**config.mk**
```make
export PLATFORM = sky130hd
export DESIGN_NAME = instr_prefetch_queue
export DESIGN_NICKNAME = d
export VERILOG_FILES = /design/src/rtl/instr_prefetch_queue.sv
export SDC_FILE = /design/constraint.sdc
export NUM_CORES = 1
export LEC_CHECK = 0
export CORE_ASPECT_RATIO = 1.75
export CORE_MARGIN = 8
export CORE_UTILIZATION = 55
export DETAILED_ROUTE_END_ITERATION = 10
export PLACE_DENSITY = 0.77
export SLEW_MARGIN = 0
export SYNTH_ARGS = -nofsm -noshare
export SYNTH_HDL_FRONTEND = slang
export SYNTH_SLANG_ARGS = --single-unit
```
**constraint.sdc**
```tcl
create_clock -name clk -period 40 [get_ports clk]
set_input_delay 6 -clock clk [delete_from_list [all_inputs] [get_ports clk]]
set_output_delay 6 -clock clk [all_outputs]
set_load 0.01 [all_outputs]
```
**src/rtl/instr_prefetch_queue.sv**
```systemverilog
// Instruction prefetch queue: in-order imem requests, DEPTH-entry FWFT FIFO, redirect flush.
// Define PFQ_PERF_EN to add the pfq_flush_cnt / pfq_drop_cnt saturating counters.
module instr_prefetch_queue #(
  parameter int unsigned DEPTH    = 4,
  parameter logic [31:0] RESET_PC = 32'h0000_0000
) (
  input  logic        clk,
  input  logic        rst,
  input  logic        PCSrcE,
  input  logic [31:0] PCTargetE,
  output logic        imem_req_valid,
  output logic [31:0] imem_req_addr,
  input  logic        imem_req_ready,
  input  logic        imem_rsp_valid,
  input  logic [31:0] imem_rsp_data,
  output logic        InstrF_valid,
  output logic [31:0] InstrF,
  output logic [31:0] PCF,
  output logic [31:0] PCPlus4F,
  input  logic        InstrF_ready
`ifdef PFQ_PERF_EN
  ,
  output logic [31:0] pfq_flush_cnt,
  output logic [31:0] pfq_drop_cnt
`endif
);

  localparam int unsigned AW = $clog2(DEPTH);
  typedef logic [AW:0]   ptr_t;
  typedef logic [AW+1:0] sum_t;
  localparam ptr_t DEPTH_P = ptr_t'(DEPTH);

  logic [31:0] instr_q [DEPTH];
  logic [31:0] pc_q    [DEPTH];
  logic [31:0] tag_q   [DEPTH];

  ptr_t        wr_ptr_q, wr_ptr_d, rd_ptr_q, rd_ptr_d;
  ptr_t        tag_wr_q, tag_wr_d, tag_rd_q, tag_rd_d;
  ptr_t        outstanding_q, outstanding_d, discard_q, discard_d;
  logic [31:0] fetch_pc_q, fetch_pc_d;
  logic        seen_q, seen_d;

  ptr_t occupancy;
  logic empty, full, req_fire, rsp_drop, enq, deq;

  assign occupancy = wr_ptr_q - rd_ptr_q;
  assign empty     = (occupancy == '0);
  assign full      = (occupancy == DEPTH_P);

  // Credit counts every in-flight request, stale or not, so the FIFO can never overflow.
  assign imem_req_valid = !rst && !PCSrcE &&
                          ((sum_t'(occupancy) + sum_t'(outstanding_q)) < sum_t'(DEPTH_P));
  assign imem_req_addr  = fetch_pc_q;
  assign req_fire       = imem_req_valid && imem_req_ready;
  assign rsp_drop       = imem_rsp_valid && (PCSrcE || (discard_q != '0));
  assign enq            = imem_rsp_valid && !rsp_drop;
  assign deq            = !empty && InstrF_ready && !PCSrcE;

  assign InstrF_valid = !empty;
  assign InstrF       = instr_q[rd_ptr_q[AW-1:0]];
  assign PCF          = pc_q[rd_ptr_q[AW-1:0]];
  // Reads 0 until the first instruction has ever been enqueued after reset.
  assign PCPlus4F     = seen_q ? (PCF + 32'd4) : 32'h0;

  always_comb begin
    // NOTE: every _d gets its hold value first so no path through this block infers a latch.
    wr_ptr_d      = wr_ptr_q;
    rd_ptr_d      = rd_ptr_q;
    tag_wr_d      = tag_wr_q;
    tag_rd_d      = tag_rd_q;
    fetch_pc_d    = fetch_pc_q;
    discard_d     = discard_q;
    seen_d        = seen_q | enq;
    outstanding_d = outstanding_q + ptr_t'(req_fire) - ptr_t'(imem_rsp_valid);
    if (PCSrcE) begin
      wr_ptr_d   = '0;
      rd_ptr_d   = '0;
      tag_wr_d   = '0;
      tag_rd_d   = '0;
      fetch_pc_d = PCTargetE;
      // Everything still in flight after this edge belongs to the abandoned path.
      discard_d  = outstanding_q - ptr_t'(imem_rsp_valid);
    end else begin
      if (req_fire) begin
        fetch_pc_d = fetch_pc_q + 32'd4;
        tag_wr_d   = tag_wr_q + ptr_t'(1);
      end
      if (enq) begin
        wr_ptr_d = wr_ptr_q + ptr_t'(1);
        tag_rd_d = tag_rd_q + ptr_t'(1);
      end
      if (deq) rd_ptr_d = rd_ptr_q + ptr_t'(1);
      if (imem_rsp_valid && (discard_q != '0)) discard_d = discard_q - ptr_t'(1);
    end
  end

  // NOTE: state registers use non-blocking assignments so all updates see pre-edge values.
  always_ff @(posedge clk or posedge rst) begin
    if (rst) begin
      wr_ptr_q      <= '0;
      rd_ptr_q      <= '0;
      tag_wr_q      <= '0;
      tag_rd_q      <= '0;
      outstanding_q <= '0;
      discard_q     <= '0;
      fetch_pc_q    <= RESET_PC;
      seen_q        <= 1'b0;
    end else begin
      wr_ptr_q      <= wr_ptr_d;
      rd_ptr_q      <= rd_ptr_d;
      tag_wr_q      <= tag_wr_d;
      tag_rd_q      <= tag_rd_d;
      outstanding_q <= outstanding_d;
      discard_q     <= discard_d;
      fetch_pc_q    <= fetch_pc_d;
      seen_q        <= seen_d;
    end
  end

  // NOTE: the storage is reset because the head entry is visible on InstrF/PCF right after reset.
  always_ff @(posedge clk or posedge rst) begin
    if (rst) begin
      for (int i = 0; i < DEPTH; i++) begin
        instr_q[i] <= '0;
        pc_q[i]    <= '0;
        tag_q[i]   <= '0;
      end
    end else begin
      if (enq) begin
        instr_q[wr_ptr_q[AW-1:0]] <= imem_rsp_data;
        pc_q[wr_ptr_q[AW-1:0]]    <= tag_q[tag_rd_q[AW-1:0]];
      end
      if (req_fire) tag_q[tag_wr_q[AW-1:0]] <= fetch_pc_q;
    end
  end

  always_ff @(posedge clk) begin
    if (!rst) assert (!(enq && full && !deq));
  end

`ifdef PFQ_PERF_EN
  logic [31:0] flush_cnt_q, drop_cnt_q;

  always_ff @(posedge clk or posedge rst) begin
    if (rst) begin
      flush_cnt_q <= '0;
      drop_cnt_q  <= '0;
    end else begin
      if (PCSrcE && (flush_cnt_q != 32'hFFFF_FFFF)) flush_cnt_q <= flush_cnt_q + 32'd1;
      if (rsp_drop && (drop_cnt_q != 32'hFFFF_FFFF)) drop_cnt_q <= drop_cnt_q + 32'd1;
    end
  end

  assign pfq_flush_cnt = flush_cnt_q;
  assign pfq_drop_cnt  = drop_cnt_q;
`endif

endmodule

```
==> Word level (Yosys, flattened, before mapping) <==
Index checks and enable logic that the tools add are counted.
{ "classes": {"add_sub_neg": 12, "magnitude_cmp": 7, "muxes": 29, "n_bitwise": 5, "n_reduce_logical": 21} }
{ "ops": {"columns": ["cell", "n"], "rows": [
  ["$bwmux W128", 3],
  ["$mux W32", 11],
  ["$bmux W32 S2", 3],
  ["$demux W32 S2", 2],
  ["$add A32 B3 Y32 const B", 2],
  ["$mux W3", 10],
  ["$add A3 B1 Y3 const B", 4],
  ["$ge A3 B3 Y1 const B", 4],
  ["$not A2 Y3", 4],
  ["$logic_and A1 B1 Y1", 10],
  ["$reduce_bool A2 Y1", 4],
  ["$lt A3 B1 Y1 const B", 2],
  ["$sub A3 B1 Y3", 2],
  ["$add A3 B3 Y4", 1],
  ["$logic_not A1 Y1", 4],
  ["$lt A4 B3 Y1 const B", 1],
  ["$add A3 B1 Y3", 1],
  ["$logic_not A3 Y1", 1],
  ["$reduce_bool A3 Y1", 1],
  ["$sub A3 B1 Y3 const B", 1],
  ["$sub A3 B3 Y3", 1],
  ["$logic_or A1 B1 Y1", 1],
  ["$or A1 B1 Y1", 1]
]} }
{ "totals": {"reg_bits": 435, "inputBits": 70, "out_inout_bits": 130, "word_cells": 94} }

==> Logic depth before layout (Yosys ltp) <==
Gate-level depths: netlist of the first run.
{ "logic_depth": {"ltp_word": 7, "depth_mapped": 19, "mapped_depth_nobuf": 15} }

==> Least setup slack after synthesis of the first run <==
No wires, ideal clock.
{ "synth_timing": {"path_kind": "input to output", "start": "in PCSrcE", "end": "out imem_req_valid", "t_arrival_ns": 6.593, "required_time_ns": 34.000, "slack_ns": 27.407, "stages": 3, "n_path_buf": 1, "cell_sequence": "clkbuf_1 -> nor3_1 -> o211a_1"} }
{ "synth_via": {"elab_chain_len": 3} }
{ "synth_rtl": {"columns": ["item", "line", "source"], "rows": [
  ["from (decl)", "9", "input logic PCSrcE,"],
  ["$logic_not A1 Y1", "51", "assign imem_req_valid = !rst && !PCSrcE &&"],
  ["$logic_and A1 B1 Y1 (2 in series)", "51", null],
  ["to (decl)", "11", "output logic imem_req_valid,"]
]} }
Every way passes these cells.

==> Worst setup path in the final report of the first run <==
{ "layout_timing": {"start": "in rst", "end": "out imem_req_valid"} }
{ "layout_via": {"elab_chain_len": 3} }
{ "layout_rtl": {"columns": ["item", "line", "source"], "rows": [
  ["from (decl)", "8", "input logic rst,"],
  ["$logic_not A1 Y1", null, null],
  ["$logic_and A1 B1 Y1 (2 in series)", "51", null]
]} }
Every way passes these cells.

==> impl_metrics.yaml, run 1 <==
status:
  status: "finished clean"
power:
  p_sw_frac: 0.308
  power.leakage_nw: 10.9
  combinationalPowerShare: 0.358
  seq_power_share: 0.398
  ir_drop_mv: 0.0265
  p_sw_mw: 0.461
  pwr-share-clk: 0.244
  pwr_density_cell_nw_per_um2: 63.1
  p_int_mw: 1.04
  power.total_mw: 1.50
sta:
  slew_headroom: 0.195
  final_max_slew_viol_count: 0
  rsz0062_at_grt: "false"
  final_hold_viol_count: 0
  worst_slew_pin_slew_ns: 1.21
  fin_crit_sh: 0.338
  period_minus_slack_ns: 13.50
  fmax_mhz: 74.1
  setup_violations: 0
  finClkSkew_ns: 0.0115
  fin_ws_ns: 26.50
  holdWs_ns: 0.498
  fin_tns_setup_ns: 0
clock_network:
  cts.sinks: 433
  hold_buffers: 0
  ctsHtreeMaxLevel: 2
  ctsResizeCount: 0
  cts_buffers: 39
  clk_latency_ns: 0.55
  cts.reportedPaths.clkPinSlew_ns: 0.06
  clock_path_buffers: 3
  cts_root_buf: "clkbuf_16"
  cts_tree: "built"
  cts_setup_buffers: 0
synthesis:
  yosysWarnings: 0
  synth_seq_cells: 433
  synth_area_leaders: "dfrtp_1 (54%), mux2_2 (21%), mux4_2 (10%)"
  syn_nets: 1490
  yosys.area.top_type: "dfrtp_1"
  avgSynthCellArea_um2: 14.4
  synthArstFlopShare: 1.00
  synthDistinctLibCells: 61
  yosysSeqAreaShare: 0.538
  synthCells: 1398
  syn_area_um2: 20100
  synth-edff-count: 0
  synth_ff_type: "dfrtp_1"
  synth_top_area_share: 0.538
setup_path:
  critPathCapture: "imem_req_valid"
  critPathRequiredTime_ns: 34.00
  cp_slowest_cell: "clkdlybuf4s50_1"
  reg2reg_depth: 15
  worstReg2RegEnd: "outstanding_q[2]$_DFF_PP0_"
  startpoint_type: "primary input"
  crit_path_cell_trace: "clkdlybuf4s50_1 > nor3_1 > o211a_1 > clkdlybuf4s50_1"
  r2r_start: "rd_ptr_q[0]$_DFFE_PP0P_"
  worstPathMaxFanout: 2
  critPathKind: "in2out"
  critPathMaxStageDelay_ns: 0.53
  cp-startpoint: "rst"
  r2r_slack_ns: 35.52
  crit_path_end_kind: "primary output"
  cpMostUsedCell: "clkdlybuf4s50_1"
  cp.arrival_ns: 7.50
floorplan:
  core_area_um2: 36400
  die-area_um2: 43200
  die_x_um: 161
  rows: 93
  initial_core_util: 0.553
  dieHeight_um: 269
  pin_count: 200
place:
  io_buffer_count: 199
  placed_area_um2: 22500
  post-place-ws_ns: 26.48
  dp.cells: 1995
  hpwl_um: 29800
  gp_congestion: 0.780
grt:
  grt-ovfl-total: 0
  antenna_found_initial: 0
  grt_pass1_vias: 13442
  grtUsageTotal: 0.213
  grt_pass1_wl_um: 74100
  grt_max_degree: 210
routing:
  drt_wl_total_um: 45700
  dr.pass1.iters: 7
  drc: 0
  vias_per_cell: 5.98
  drtIter0Drc: 627
  antenna_left: 0
  wire_per_inst_um: 22.1
  num_vias: 12345
finish:
  final_cell_mix: "dfrtp_1 (430), mux2_2 (370), clkdlybuf4s50_1 (198), mux4_2 (89), nand2_1 (76)"
  final_common_cell: "dfrtp_1"
  num-fill-cells: 2656
  layout-drive-gt1-share: 0.348
  fin_nets: 1653
  syn_to_final_growth_pct: 17.6
  final_core_util: 0.651
  finalInstanceArea_um2: 23700
  diodes: 0
  stdcell_count: 2065
run:
  maxCapViolCount: 0
worst_hold_path:
  hold_class: "reg2reg"
registers in the layout (all words and copies together) (netlist names):
name	count
discard_q	3
imem_req_addr	32
instr_q	128
outstanding_q	3
pc_q	128
rd_ptr_q	3
seen_q	1
tag_q	128
tag_rd_q	2
tag_wr_q	2
wr_ptr_q	3
worst min-delay path by stage:
stage / start / endpoint / slack, ns / cells past startpoint
6_report: instr_q[58]$_DFFE_PP0P_ / instr_q[58]$_DFFE_PP0P_ / 0.50 / 1
5_1_grt: instr_q[27]$_DFFE_PP0P_ / instr_q[27]$_DFFE_PP0P_ / 0.51 / 1
4_1_cts: tag_q[4]$_DFFE_PP0P_ / tag_q[4]$_DFFE_PP0P_ / 0.50 / 2
3_5_place_dp: tag_q[92]$_DFFE_PP0P_ / tag_q[92]$_DFFE_PP0P_ / 0.47 / 2
3_3_place_gp: tag_q[121]$_DFFE_PP0P_ / tag_q[121]$_DFFE_PP0P_ / 0.46 / 2
2_1_floorplan: tag_q[43]$_DFFE_PP0P_ / tag_q[43]$_DFFE_PP0P_ / 0.44 / 2
final cells by class:
cell class                      instances  area, um2  area share
Clock inverter                         16        150     0.00634
Tap cell                              475        594      0.0251
Inverter                               25        101     0.00428
Multi-Input combinational cell        850       8830       0.373
Clock buffer                           54       1080      0.0457
Timing Repair Buffer                  212       2100      0.0885
Sequential cell                       433      10800       0.458
Yosys cell counts (all sizes together), types with 2 or more instances:
master and number:
o21ai 42, or3 4, mux4 96, inv 25, or4 7, a21oi 17, and2 8, nand3 27
xnor2 18, a31o 3, o31ai 6, clkbuf 67, fa 2, nand4 22, a31oi 2, and3 8
buf 22, nand2 80, dfrtp 433, nor4 6, mux2 370, mux2i 6, nor3 8, and4 8
nor2 38, nand3b 2, o311ai 7, a41oi 2, o211ai 6, a221o 2, xor2 17, nand2b 3
ha 20
cell families (layout without fill, tap and decap cells):
group	count (synthesis)	after routing	share of synthesized area
flip-flops	433	433	0.538
AND/OR/NAND/NOR	224	224	0.0574
multiplexers	472	472	0.318
AO/OA/AOI/OAI	96	96	0.0301
buffers and inverters	115	307	0.0252
adder cells (fa/ha/maj)	22	22	0.0144
XOR/XNOR	36	36	0.0164
power groups by stage:
stage	clock (mW)	sequential, mW	combinational [mW]
global route	0.391	0.609	0.576
detailed placement	0	0.603	0.541
CTS	0.375	0.596	0.544
finish	0.365	0.596	0.535
global placement	0	0.596	0.528
floorplan	0	0.572	0.336
critical path, delay by kind of cell:
kind,cells,cell delay (ns)
compound gates,1,0.18
simple gates,1,0.28
buf+inv,2,1.04
per-layer routing:
metal / routed length [um] / track usage / up-vias / part of all wire
met5: 0 / 0 / - / 0
met4: 1240 / 0.0751 / 0 / 0.027
met3: 1960 / 0.0354 / 78 / 0.043
met2: 23800 / 0.372 / 301 / 0.52
met1: 18700 / 0.261 / 6468 / 0.41
li1: - / - / 5498 / -
Note: power is estimated with default switching activity, not from simulation.
==> inputs of run 2 (changes only) <==
- CORE_UTILIZATION: 55 -> 52
- clock period: 40 -> 12.08 ns (I/O delays scaled with it)
==> run 2 against run 1 <==
  * Register-to-register slack lost 28 ns
  * Highest routed layer unchanged
  * Largest cell class unchanged
  * Sequential power grew to 3.3 times the previous value
  * Clock skew shrank 0.0038 ns
==> impl_metrics.yaml, run 2 (same netlist as run 1, synthesis figures left out) <==
run:
  maxCapViolCount: 0
finish:
  reg_top3: "instr_q (128), pc_q (128), tag_q (128)"
  syn_to_final_growth_pct: 19.0
  finalInstanceArea_um2: 24000
  seqCellArea_um2: 10800
  final_cell_mix: "dfrtp_1 (430), mux2_2 (370), clkdlybuf4s50_1 (198), mux4_2 (89), nand2_1 (76)"
  layout-drive-gt1-share: 0.351
  final_core_util: 0.626
  final_common_cell: "dfrtp_1"
  diodes: 0
  num-fill-cells: 2876
  fin_nets: 1657
  multi_input_area_um2: 8830
power:
  pwr-share-clk: 0.272
  p_sw_frac: 0.300
  p_sw_mw: 1.55
  ir_drop_mv: 0.0999
  pwr_density_cell_nw_per_um2: 216
  seq_power_share: 0.382
  p_int_mw: 3.62
  combinationalPowerShare: 0.346
  power.leakage_nw: 11.0
grt:
  grt_max_degree: 193
  grt_pass1_wl_um: 73900
  antenna_found_initial: 0
  grt-ovfl-total: 0
  grt_pass1_vias: 13548
  grtUsageTotal: 0.204
floorplan:
  initial_core_util: 0.526
  die-area_um2: 45500
  core_area_um2: 38300
  rows: 95
  pin_count: 200
  dieHeight_um: 276
  die_x_um: 165
sta:
  fin_ws_ns: 5.57
  rsz0062_at_grt: "false"
  period_minus_slack_ns: 6.51
  finClkSkew_ns: 0.00762
  fin_tns_setup_ns: 0
  final_hold_viol_count: 0
  fmax_mhz: 154
  slew_headroom: 0.248
  final_max_slew_viol_count: 0
  fin_crit_sh: 0.539
  setup_violations: 0
  worst_slew_pin_slew_ns: 1.13
setup_path:
  critPathKind: "reg2out"
  critPathMaxStageDelay_ns: 0.90
  startpoint_type: "flop"
  critPathBufInv: 2
  crit_path_end_kind: "primary output"
  cp_slowest_cell: "dfrtp_4"
  critPathRequiredTime_ns: 10.27
  crit_path_cell_trace: "buf_4 > mux4_2 > and4_1 > nand4_1 > or4_1 > a21oi_1 > clkdlybuf4s50_1"
  path_delay_family: "simple AND/OR/NAND/NOR gates"
  worstPathMaxFanout: 36
  cp.arrival_ns: 4.69
routing:
  highest_layer: "met4"
  drtIter0Drc: 651
  drc: 0
  antenna_left: 0
  dr.pass1.iters: 5
  num_vias: 12277
  wl_met3_um: 1880
  wire_per_inst_um: 22.1
  wl_met1_um: 18500
  wl_met2_um: 24300
  drt_wl_total_um: 45900
  vias_per_cell: 5.90
clock_network:
  clock_path_buffers: 3
  ctsHtreeMaxLevel: 2
  cts.sinks: 433
  clk_latency_ns: 0.54
  cts_tree: "built"
  hold_buffers: 0
  ctsResizeCount: 0
  cts_buffers: 41
  cts_setup_buffers: 0
  cts.reportedPaths.clkPinSlew_ns: 0.07
  cts_root_buf: "clkbuf_16"
status:
  status: "finished clean"
place:
  gp_congestion: 0.832
  hpwl_um: 30700
  io_buffer_count: 199
  placed_area_um2: 22500
  post-place-ws_ns: 6.10
worst_hold_path:
  hold_class: "reg2reg"
==> run 2: worst paths after layout <==
path | slack [ns] | startpoint | cells after the start | to
worst max-delay path | 5.57 | rd_ptr_q[0]$_DFFE_PP0P_ | 7 | PCPlus4F[25]
worst min-delay path | 0.48 | tag_q[121]$_DFFE_PP0P_ | 2 | tag_q[121]$_DFFE_PP0P_
worst max register to register | 7.56 | rd_ptr_q[0]$_DFFE_PP0P_ | 15 | outstanding_q[2]$_DFF_PP0_
worst min register to register | 0.48 | tag_q[121]$_DFFE_PP0P_ | 2 | tag_q[121]$_DFFE_PP0P_
max in group asynchronous | 8.35 | rst | 4 | tag_q[126]$_DFFE_PP0P_
min in group asynchronous | 1.96 | rst | 3 | rd_ptr_q[1]$_DFFE_PP0P_
==> run 2: cell type report <==
class | instances | area share
clock buffer | 63 | 0.0522
clock inverter | 11 | 0.00992
inverter | 25 | 0.00407
multi-input combinational | 850 | 0.368
sequential | 433 | 0.452
tap | 485 | 0.0253
timing repair buffer | 214 | 0.0881
==> run 2: per-layer routing <==
metal | vias up | GRT usage
li1 | 5489 | -
met1 | 6435 | 0.245
met2 | 281 | 0.366
met3 | 72 | 0.0295
met4 | 0 | 0.0647
met5 | - | 0
==> run 2: tightest hold or removal path: stages, from the launching register on <==
cell and delay, ns:
dfrtp_1 0.34, nand2_1 0.05, o21ai_0 0.06
==> run 2: power groups by stage <==
stage / logic [mW] / clock network [mW] / registers, mW
detailed placement: 1.81 / 0 / 2.00
global route: 1.92 / 1.49 / 2.02
finish: 1.79 / 1.41 / 1.97
floorplan: 1.11 / 0 / 1.90
CTS: 1.82 / 1.44 / 1.98
global placement: 1.77 / 0 / 1.98
==> run 2: per-stage QoR <==
stage / std cells / hold slack, ns / total power [mW]
final: 2081 / 0.483 / 5.17
after global routing: 2081 / 0.506 / 5.42
after CTS: 2081 / 0.484 / 5.23
after detailed placement: 2007 / 0.469 / 3.81
after global placement: 2007 / 0.456 / 3.74
after floorplan: 1398 / 0.445 / 3.01
==> inputs of run 3 (changes only) <==
- clock period: 12.08 -> 5.35 ns (I/O delays scaled with it)
==> run 3 against run 2 <==
  * Via count up 1.2%
  * Critical path depth unchanged
  * Non-clock buffer count increased by 5
  * Clock-buffer cell count down 3
  * Global-route usage rose by 0.56 points
  * Clock skew increased by 0.0080 ns
  * Register-to-register slack got worse by 6.2 ns
  * Worst setup slack lost 5.0 ns
  * Critical path type unchanged
  * Critical endpoint unchanged
  * Largest cell class unchanged
  * Largest power group unchanged
  * Highest routed layer unchanged
==> impl_metrics.yaml, run 3 (same netlist as run 1, synthesis figures left out) <==
power:
  power.total_mw: 11.4
  ir_drop_mv: 0.219
  power.leakage_nw: 10.9
  pwr_density_cell_nw_per_um2: 479
sta:
  fin_tns_setup_ns: 0
  finClkSkew_ns: 0.0156
  final_max_slew_viol_count: 0
  period_minus_slack_ns: 4.82
  setup_violations: 0
  fin_crit_sh: 0.901
  fin_ws_ns: 0.529
  slew_headroom: 0.234
  worst_slew_pin_slew_ns: 1.15
  fmax_mhz: 207
  final_hold_viol_count: 0
  rsz0062_at_grt: "false"
setup_path:
  worstPathMaxFanout: 19
  startpoint_type: "flop"
  r2r_slack_ns: 1.39
  crit_path_end_kind: "primary output"
  cp.arrival_ns: 4.02
  critPathKind: "reg2out"
  critPathRequiredTime_ns: 4.55
clock_network:
  cts.sinks: 433
  cts_setup_buffers: 0
  ctsHtreeMaxLevel: 2
  cts_tree: "built"
  clk_latency_ns: 0.54
  cts.reportedPaths.clkPinSlew_ns: 0.07
  cts_root_buf: "clkbuf_16"
  cts_buffers: 40
  hold_buffers: 0
  ctsResizeCount: 0
  clock_path_buffers: 3
floorplan:
  die_x_um: 165
  die-area_um2: 45500
  initial_core_util: 0.526
  dieHeight_um: 276
  pin_count: 200
  rows: 95
  core_area_um2: 38300
worst_hold_path:
  hold_class: "reg2reg"
grt:
  grt_pass1_wl_um: 75600
  grt_pass1_vias: 13682
  grtUsageTotal: 0.209
  grt_max_degree: 150
  antenna_found_initial: 0
  grt-ovfl-total: 0
run:
  maxCapViolCount: 0
finish:
  fin_nets: 1661
  final_core_util: 0.624
  diodes: 0
  stdcell_count: 2081
  final_common_cell: "dfrtp_1"
  syn_to_final_growth_pct: 18.5
  layout-drive-gt1-share: 0.350
  final_cell_mix: "dfrtp_1 (430), mux2_2 (370), clkdlybuf4s50_1 (198), mux4_2 (89), nand2_1 (76)"
  reg_top3: "instr_q (128), pc_q (128), tag_q (128)"
place:
  hpwl_um: 31500
  gp_congestion: 0.822
  dp.cells: 2012
  io_buffer_count: 199
  post-place-ws_ns: 1.12
status:
  status: "finished clean"
routing:
  drt_wl_total_um: 46900
  drtIter0Drc: 716
  vias_per_cell: 5.97
  num_vias: 12422
  wire_per_inst_um: 22.5
  dr.pass1.iters: 4
  drc: 0
  antenna_left: 0
## run 3: changes by cell type in the layout (fill, tap and decap cells not counted), sizes merged
cell,previous run,this run
buf,16,21
bufinv,7,4
clkbuf,63,60
clkinvlp,1,4
inv,26,24
## run 3: area by class of cell
class                      instances  area, um2
timing repair buffer             219       2170
tap                              485        607
fill                            2858      14400
clock inverter                     9        156
sequential                       433      10800
inverter                          25       97.6
multi-input combinational        850       8830
clock buffer                      60       1170
## run 3: stage by stage
step | hold WS [ns] | area, um2
detailed placement | 0.469 | 22500
global route | 0.504 | 23900
CTS | 0.488 | 23900
floorplan | 0.445 | 20100
global placement | 0.456 | 22500
finish | 0.482 | 23900
## run 3: report_power, final
group / total, mW / leakage, nW / switching [mW] / internal (mW)
Combinational: 4.13 / 4.51 / 1.86 / 2.27
Clock: 2.90 / 0.635 / 1.20 / 1.70
Sequential: 4.40 / 5.80 / 0.437 / 3.97
## run 3: layer usage
layer	GRT usage	wire [um]
met5	0	0
met4	0.0696	1270
met1	0.258	19000
met3	0.0292	1930
met2	0.368	24700
## run 3: worst paths after layout
| kind | start | to | depth (start not counted) |
|---|---|---|---|
| setup / recovery | rd_ptr_q[0]$_DFFE_PP0P_ | PCPlus4F[25] | 7 |
| hold / removal | tag_q[107]$_DFFE_PP0P_ | tag_q[107]$_DFFE_PP0P_ | 2 |
| setup reg to reg | rd_ptr_q[1]$_DFFE_PP0P_ | tag_q[55]$_DFFE_PP0P_ | 12 |
| hold reg to reg | tag_q[107]$_DFFE_PP0P_ | tag_q[107]$_DFFE_PP0P_ | 2 |
| max in group asynchronous | rst | tag_q[52]$_DFFE_PP0P_ | 3 |
| min in group asynchronous | rst | pc_q[96]$_DFFE_PP0P_ | 2 |
## run 3: critical path: stages, from the launching register on
cell and delay [ns]:
dfrtp_4 0.67, buf_4 0.38, mux4_2 0.35, and4_1 0.32, nand4_1 0.37, or4_1 0.58, a21oi_1 0.22, clkdlybuf4s50_1 0.58
